$ cat src/rtl/gray_pkg.sv
// Shared constants and helpers for the Gray stream decoder.
// Direction codes are only produced when GRAY_DIR_DETECT_EN is defined.
package gray_pkg;

  localparam int DEF_WIDTH = 4;
  localparam int DEF_CNT_W = 16;
  localparam int MAX_W     = 32;

  localparam logic [1:0] DIR_NONE = 2'b00;
  localparam logic [1:0] DIR_UP   = 2'b01;
  localparam logic [1:0] DIR_DOWN = 2'b10;

  // Each binary bit is the XOR of its Gray bit and every Gray bit above it.
  function automatic logic [MAX_W-1:0] gray2bin(input logic [MAX_W-1:0] g);
    logic [MAX_W-1:0] b;
    b = g;
    for (int i = 1; i < MAX_W; i++) begin
      b = b ^ (g >> i);
    end
    return b;
  endfunction

  function automatic int unsigned popcount(input logic [MAX_W-1:0] v);
    int unsigned n;
    n = 0;
    for (int i = 0; i < MAX_W; i++) begin
      n += 32'(v[i]);
    end
    return n;
  endfunction

endpackage

$ cat src/rtl/gray2bin_comb.sv
// Pure combinational Gray-to-binary decoder, WIDTH bits wide.
module gray2bin_comb #(
  parameter int WIDTH = 4
) (
  input  logic [WIDTH-1:0] gray_i,
  output logic [WIDTH-1:0] bin_o
);

  // Reduction per bit keeps the logic flat instead of a ripple chain.
  for (genvar gi = 0; gi < WIDTH; gi++) begin : g_bit
    assign bin_o[gi] = ^gray_i[WIDTH-1:gi];
  end

endmodule

$ cat src/rtl/gray_stream_decoder.sv
// Streaming Gray-to-binary decoder with adjacency checking and a 2-entry output FIFO.
// Optional macro GRAY_DIR_DETECT_EN adds per-word up/down direction detection.
module gray_stream_decoder
  import gray_pkg::*;
#(
  parameter int WIDTH = DEF_WIDTH,
  parameter int CNT_W = DEF_CNT_W
) (
  input  logic             clk,
  input  logic             rst,
  input  logic             in_valid,
  output logic             in_ready,
  input  logic [WIDTH-1:0] in_gray,
  output logic             out_valid,
  input  logic             out_ready,
  output logic [WIDTH-1:0] out_binary,
  output logic             out_step_err,
  output logic [CNT_W-1:0] err_count,
  output logic [1:0]       out_dir
);

  logic [WIDTH-1:0] dec_bin;
  logic             accept;
  logic             pop;
  logic             step_err_d;
  logic [1:0]       dir_d;
  logic [1:0]       count_q, count_d;
  logic             rd_ptr_q, wr_ptr_q;
  logic             first_q;
  logic [WIDTH-1:0] prev_gray_q;
  logic [CNT_W-1:0] err_count_q, err_count_d;
  logic [WIDTH-1:0] bin_q [2];
  logic             err_q [2];
  logic [1:0]       dir_q [2];

  gray2bin_comb #(.WIDTH(WIDTH)) u_dec (
    .gray_i (in_gray),
    .bin_o  (dec_bin)
  );

  // Full buffer can still take a word when the head leaves in the same cycle.
  assign in_ready  = (count_q != 2'd2) || out_ready;
  assign out_valid = (count_q != 2'd0);
  assign accept    = in_valid && in_ready;
  assign pop       = out_valid && out_ready;

  assign out_binary   = bin_q[rd_ptr_q];
  assign out_step_err = err_q[rd_ptr_q];
  assign out_dir      = dir_q[rd_ptr_q];
  assign err_count    = err_count_q;

  assign step_err_d = !first_q &&
                      (popcount(MAX_W'(in_gray ^ prev_gray_q)) != 32'd1);

`ifdef GRAY_DIR_DETECT_EN
  logic [WIDTH-1:0] prev_bin_q;
  logic [WIDTH-1:0] bin_diff;

  assign bin_diff = dec_bin - prev_bin_q;

  always_comb begin
    dir_d = DIR_NONE;
    if (!first_q) begin
      if (bin_diff == WIDTH'(1)) begin
        dir_d = DIR_UP;
      end else if (bin_diff == {WIDTH{1'b1}}) begin
        dir_d = DIR_DOWN;
      end
    end
  end

  always_ff @(posedge clk) begin
    if (rst) begin
      prev_bin_q <= '0;
    end else if (accept) begin
      prev_bin_q <= dec_bin;
    end
  end
`else
  assign dir_d = DIR_NONE;
`endif

  always_comb begin
    count_d = count_q;
    case ({accept, pop})
      2'b10:   count_d = count_q + 2'd1;
      2'b01:   count_d = count_q - 2'd1;
      default: count_d = count_q;
    endcase
  end

  always_comb begin
    err_count_d = err_count_q;
    if (accept && step_err_d && (err_count_q != {CNT_W{1'b1}})) begin
      err_count_d = err_count_q + 1'b1;
    end
  end

  always_ff @(posedge clk) begin
    if (rst) begin
      count_q     <= 2'd0;
      rd_ptr_q    <= 1'b0;
      wr_ptr_q    <= 1'b0;
      first_q     <= 1'b1;
      prev_gray_q <= '0;
      err_count_q <= '0;
      for (int i = 0; i < 2; i++) begin
        bin_q[i] <= '0;
        err_q[i] <= 1'b0;
        dir_q[i] <= DIR_NONE;
      end
    end else begin
      count_q     <= count_d;
      err_count_q <= err_count_d;
      if (pop) begin
        rd_ptr_q <= ~rd_ptr_q;
      end
      if (accept) begin
        bin_q[wr_ptr_q] <= dec_bin;
        err_q[wr_ptr_q] <= step_err_d;
        dir_q[wr_ptr_q] <= dir_d;
        wr_ptr_q        <= ~wr_ptr_q;
        first_q         <= 1'b0;
        prev_gray_q     <= in_gray;
      end
    end
  end

endmodule

$ cat config.mk
export PLATFORM = sky130hd
export DESIGN_NAME = gray_stream_decoder
export DESIGN_NICKNAME = d
export VERILOG_FILES = /design/src/rtl/gray_pkg.sv /design/src/rtl/gray2bin_comb.sv /design/src/rtl/gray_stream_decoder.sv
export SDC_FILE = /design/constraint.sdc
export NUM_CORES = 1
export LEC_CHECK = 0
export CAP_MARGIN = 20
export CELL_PAD_IN_SITES_DETAIL_PLACEMENT = 0
export CELL_PAD_IN_SITES_GLOBAL_PLACEMENT = 2
export CORE_UTILIZATION = 32
export CTS_CLUSTER_SIZE = 25
export DETAILED_ROUTE_END_ITERATION = 12
export GPL_TIMING_DRIVEN = 0
export PLACE_DENSITY_LB_ADDON = 0.2
export SYNTH_ARGS = -nofsm -noshare
export SYNTH_HDL_FRONTEND = slang
export SYNTH_SLANG_ARGS = --single-unit
$ cat constraint.sdc
create_clock -name clk -period 3.8 [get_ports clk]
set_clock_uncertainty 0.15 [all_clocks]
set_input_delay 0.76 -clock clk [delete_from_list [all_inputs] [get_ports clk]]
set_output_delay 0.76 -clock clk [all_outputs]
set_load 0.005 [all_outputs]
**Yosys cells after proc, flatten, opt, wreduce, memory -nomap -nowiden**

Memory sizes are Yosys's and may differ from the RTL's. A register that Yosys moved wholly into a read port is not among the register bits.
Index checks and enable logic that the tools add are counted.

- Muxes and demuxes: 16
- Reductions and logical operators: 14
- Add/subtract/negate cells: 34
- Bitwise gates (word level): 3
- Eq/ne operators: 5

Operators with widths:

| cell | number |
|---|---|
| 31-bit by 1-bit adder with 32-bit output (second input constant) | 1 |
| 32-bit by 1-bit != test with 1-bit output (second input constant) | 1 |
| 30-bit by 1-bit adder with 31-bit output (second input constant) | 1 |
| 29-bit by 1-bit adder with 30-bit output (second input constant) | 1 |
| 28-bit by 1-bit adder with 29-bit output (second input constant) | 1 |
| 27-bit by 1-bit adder with 28-bit output (second input constant) | 1 |
| 26-bit by 1-bit adder with 27-bit output (second input constant) | 1 |
| 25-bit by 1-bit adder with 26-bit output (second input constant) | 1 |
| 24-bit by 1-bit adder with 25-bit output (second input constant) | 1 |
| 23-bit by 1-bit adder with 24-bit output (second input constant) | 1 |
| 22-bit by 1-bit adder with 23-bit output (second input constant) | 1 |
| 21-bit by 1-bit adder with 22-bit output (second input constant) | 1 |
| 20-bit by 1-bit adder with 21-bit output (second input constant) | 1 |
| 19-bit by 1-bit adder with 20-bit output (second input constant) | 1 |
| 18-bit by 1-bit adder with 19-bit output (second input constant) | 1 |
| 17-bit by 1-bit adder with 18-bit output (second input constant) | 1 |
| 16-bit by 1-bit adder with 17-bit output (second input constant) | 1 |
| 15-bit by 1-bit adder with 16-bit output (second input constant) | 1 |
| 16-bit by 1-bit adder with 16-bit output (second input constant) | 1 |
| 16-bit != test (second input constant) | 1 |
| 14-bit by 1-bit adder with 15-bit output (second input constant) | 1 |
| 13-bit by 1-bit adder with 14-bit output (second input constant) | 1 |
| 1-bit two-way mux | 14 |
| 12-bit by 1-bit adder with 13-bit output (second input constant) | 1 |
| 29 further kinds | 35 |

- Memories kept: 2
- Output and inout port bits: 25
- Word-level logic and storage cells: 80
- Memory bits (writable): 10
- Bits of input ports: 8
- Register bits: 25

Memory list:

| name | depth | width | rd ports | clocked after memory_dff | write ports | line | RTL |
|---|---|---|---|---|---|---|---|
| bin_q | 2 | 4 | 1 | 1 | 2 | gray_stream_decoder.sv:32 | `logic [WIDTH-1:0] bin_q [2];` |
| err_q | 2 | 1 | 1 | 1 | 2 | gray_stream_decoder.sv:33 | `logic err_q [2];` |

**Logic depth before layout (Yosys ltp)**

- Word-level depth: 36
- Gate-level depth with buffers: 10
- Depth with buffers taken out: 9

**Hierarchy**

From an unflattened synthesis, not the netlist that was laid out.

- Cell total of the unflattened synthesis: 188
- Area total of the unflattened synthesis: 1929.4 sq um

By module, submodules not included:

| module | times used | cells each | area an instance (sq um) | sequential area each (sq um) |
|---|---|---|---|---|
| gray_stream_decoder | 1 | 183 | 1879.3 | 820.8 |
| gray2bin_comb | 1 | 5 | 50.0 | 0.0 |

**Worst setup path after synthesis**

No wires, ideal clock.

- Path kind: input -> register
- From: in in_gray[0]
- To: reg err_count_q[5], in the netlist err_count[5]
- Data arrival time: 3.031 ns
- Path buffers: 1
- Cell stages on the path: 10
- Slack: 0.496 ns
- Setup time: 0.123 ns
- Required time: 3.527 ns
- Cells stage by stage: xnor2_1 > fa_1 > inv_1 > ha_1 > ha_1 > or3b_2 > nand4b_4 > buf_6 > nor4_1 > mux2_1

- Word-level cells in the longest chain between the ends: 36

Ends and longest elaborated chain:

| item | line | RTL |
|---|---|---|
| start: declaration | gray_stream_decoder.sv:13 | `input logic [WIDTH-1:0] in_gray,` |
| 4-bit XOR | gray_stream_decoder.sv:53 | `(popcount(MAX_W'(in_gray ^ prev_gray_q)) != 32'd1);` |
| 1-bit by 1-bit adder with 2-bit output | gray_pkg.sv:27 | `n += 32'(v[i]);` |
| 2-bit by 1-bit adder with 3-bit output | gray_pkg.sv:27 |  |
| 3-bit by 1-bit adder with 4-bit output | gray_pkg.sv:27 |  |
| 4-bit by 1-bit adder with 5-bit output | gray_pkg.sv:27 |  |
| 5-bit by 1-bit adder with 6-bit output | gray_pkg.sv:27 |  |
| 6-bit by 1-bit adder with 7-bit output | gray_pkg.sv:27 |  |
| 7-bit by 1-bit adder with 8-bit output | gray_pkg.sv:27 |  |
| (+19 left out) | -- |  |
| 27-bit by 1-bit adder with 28-bit output | gray_pkg.sv:27 |  |
| 28-bit by 1-bit adder with 29-bit output | gray_pkg.sv:27 |  |
| 29-bit by 1-bit adder with 30-bit output | gray_pkg.sv:27 |  |
| 30-bit by 1-bit adder with 31-bit output | gray_pkg.sv:27 |  |
| 31-bit by 1-bit adder with 32-bit output | gray_pkg.sv:27 |  |
| 32-bit by 1-bit != test with 1-bit output | gray_stream_decoder.sv:53 |  |
| 1-bit logical AND | gray_stream_decoder.sv:52 | `assign step_err_d = !first_q &&` |
| 1-bit logical AND (2 in series) | gray_stream_decoder.sv:94 | `if (accept && step_err_d && (err_count_q != {CNT_W{1'b1}})) begin` |
| end signal: assignment | gray_stream_decoder.sv:114 | `err_count_q <= err_count_d;` |
| end: declaration | gray_stream_decoder.sv:31 | `logic [CNT_W-1:0] err_count_q, err_count_d;` |

Every way passes these cells.
A chain may end at the register's enable or synchronous reset.

**Worst setup path in the final report**

Ends and elaborated chain as after synthesis.

==> flow_summary.json <==
{
  "worst_slack_ns": 0.116,
  "hold_end": "prev_gray_q[2]$_SDFFE_PP0P_",
  "mostFrequentLayoutCell": "clkdlybuf4s50_1",
  "pin_count": 33,
  "synth_flop_cell": "dfxtp_1",
  "crit_type": "in2reg",
  "core-area_um2": 5540,
  "power_density_nw_per_um2": 430,
  "ctsHoldBuffers": 0,
  "antenna_found_initial": 0,
  "whs_ns": 0.320,
  "vias": 1589,
  "peakVddDrop_mv": 0.133,
  "nets": 237,
  "max_cap_violations": 0,
  "hold_path_depth": 2,
  "drtAntennaViolNets": 0,
  "die_area_um2": 6120,
  "worstPathRequired_ns": 3.82,
  "drtIter0Drc": 120,
  "ys_seq_elements": 36,
  "pre_cts_ws_ns": -0.248,
  "worstHoldStart": "prev_gray_q[2]$_SDFFE_PP0P_",
  "relSlewSlack_pct": 46.0,
  "postSynthAreaPerCell_um2": 9.88,
  "portBuffers": 29,
  "cp.arrival_ns": 3.70,
  "cts_tree": "yes",
  "post_dp_cell_area_um2": 2240,
  "dieHeight_um": 78.2,
  "post_cts_buffers": 0,
  "worst_pin_slew_ns": 0.801,
  "initial_core_util_pct": 33.5,
  "synth.distinct_cells": 44,
  "gp_congestion": 0.736,
  "reg2reg_from": "prev_gray_q[0]$_SDFFE_PP0P_",
  "postSynthCellCount": 188,
  "fp.dieW_um": 78.2,
  "grt_max_degree": 12,
  "leakagePower_nw": 0.803,
  "wire_per_inst_um": 15.6,
  "power_uw": 999,
  "dp_hpwl_mm": 3.32,
  "rsz0062_at_grt": "false",
  "fmax_mhz": 271,
  "min_period_ns": 3.68,
  "netlist_area_um2": 1860,
  "critPathLaunchType": "input pin",
  "ys_seq_area_share_pct": 44.2,
  "fin_crit_sh_pct": 97.0,
  "final_cells": 297,
  "finalHoldViolations": 0,
  "r2r_setup_slack_ns": 0.80,
  "clk_pin_slew_ns": 0.07,
  "finalSetupViolCount": 0,
  "drc": 0,
  "timing.rr.end": "err_count[5]$_SDFFE_PP0P_",
  "design_area_um2": 2320,
  "synth_area_leaders": "dfxtp_1 28%, edfxtp_1 16%, a21oi_1 4.0%",
  "row_count": 27,
  "ys_async_sr_fraction_pct": 0,
  "cts_root_buffer": "clkbuf_8",
  "rr_worst_depth": 10,
  "cts-htree-levels": 2,
  "grt_pass1_wl_mm": 7.69,
  "cts_buffer_depth": 2,
  "drive_gt1_share_pct": 11.1,
  "diodes": 0,
  "min_path_type": "reg2reg",
  "drv_slew": 0,
  "yosys_warnings": 0,
  "wirelength_mm": 4.63,
  "drt-pass1-iter-count": 4,
  "crit_path_max_fanout": 10,
  "place_inst": 290,
  "final_cell_mix": "29 x clkdlybuf4s50_1, 26 x dfxtp_1, 15 x a21oi_1, 11 x nand2_1, 11 x nor2_1",
  "cts_buffers": 5,
  "grt.total_usage_pct": 16.2,
  "viasPerCell": 5.35,
  "grt_pass1_vias": 1577,
  "synth_top_area_cell": "dfxtp_1",
  "area_growth_pct": 25.1,
  "end_kind": "flop",
  "clock_latency_ns": 0.28,
  "synth-edff-count": 10,
  "status": "finished clean",
  "grt_overflow": 0,
  "synth_top_area_share_pct": 28.0,
  "cts_sinks": 36
}
critical path, stage by stage:
cell and delay (ns):
clkdlybuf4s50_1 0.49, xnor2_1 0.19, fa_1 0.53, inv_1 0.04, ha_1 0.19, ha_1 0.28, or3b_2 0.54, nand4b_4 0.15
buf_6 0.15, nor4_1 0.06, mux2_1 0.32
cell families after synthesis:
kind of cell	count (synthesis)	synth area share [%]
multiplexers	6	3.64
XOR/XNOR	11	5.19
adder cells (fa/ha/maj)	5	3.77
AND/OR/NAND/NOR	74	24.8
AO/OA/AOI/OAI	37	12.9
other	1	0.202
buffers and inverters	18	5.39
flip-flops	36	44.2
worst max-delay path by stage:
stage	start	end	slack, ns	depth (start not counted)
6_report	in_gray[0]	err_count[5]$_SDFFE_PP0P_	0.12	11
4_1_cts	in_gray[0]	err_count[12]$_SDFFE_PP0P_	0.02	11
3_5_place_dp	in_gray[0]	err_count[12]$_SDFFE_PP0P_	-0.25	11
3_3_place_gp	in_gray[0]	err_count[12]$_SDFFE_PP0P_	-0.19	11
5_1_grt	in_gray[0]	err_count[5]$_SDFFE_PP0P_	0.007	11
2_1_floorplan	in_gray[0]	err_count[5]$_SDFFE_PP0P_	0.50	10
sequential cells by signal, indices dropped and copies added (netlist names), named ones only:
name         flops
err_count       16
bin_q            8
prev_gray_q      4
count_q          2
err_q            2
first_q          1
rd_ptr_q         1
wr_ptr_q         1
area by class of cell:
type,instances,area [µm²]
multi-input cells,135,947
clock inverters,3,13.8
inverters,6,22.5
plain buffers,11,70.1
repair buffers,29,290
flip-flops and latches,36,821
fillers,559,3220
clock buffers,5,68.8
well taps,72,90.1
cell usage after synthesis, types with 2 or more instances:
cell / count
nand4b_4: 2
dfxtp_1: 26
xor2_1: 5
nor4_1: 8
buf_6: 2
edfxtp_1: 10
o21a_1: 2
a21oi_1: 15
o41ai_1: 2
or4_1: 8
xnor2_1: 6
clkbuf_1: 3
o31a_1: 2
nand2_1: 11
o21ai_0: 5
or3b_1: 2
nand3_1: 9
or3_1: 4
buf_4: 4
inv_1: 6
nand4_1: 9
nor2_1: 11
buf_2: 2
ha_1: 4
mux2_2: 5
o31ai_1: 7
per-stage QoR:
stage,setup TNS [ns],util [%]
final,0,41.9
after global routing,0,41.9
after CTS,0,42.0
after detailed placement,-1.24,40.5
after global placement,-0.864,40.5
after floorplan,0,-
layer usage:
| layer | part of all wire [%] | up-vias | global-route usage [%] |
|---|---|---|---|
| li1 | - | 777 | - |
| met1 | 44 | 770 | 19.1 |
| met2 | 50 | 32 | 28.2 |
| met3 | 3.4 | 10 | 3.37 |
| met4 | 2.1 | 0 | 7.04 |
| met5 | 0 | - | 0 |
power breakdown:
group	internal, mW	total, mW	leakage (nW)	switching, mW
sequential	0.436	0.468	0.318	0.0318
combinational	0.146	0.270	0.440	0.124
clock	0.124	0.261	0.0453	0.136
what timing repair did:
| action | in CTS | in global routing |
|---|---|---|
| hold endpoints to repair | 0 | 0 |
| resized for setup | 0 | 1 |
| endpoints found under the setup margin | 0 | 1 |
Power figures use the tool's default switching activity.
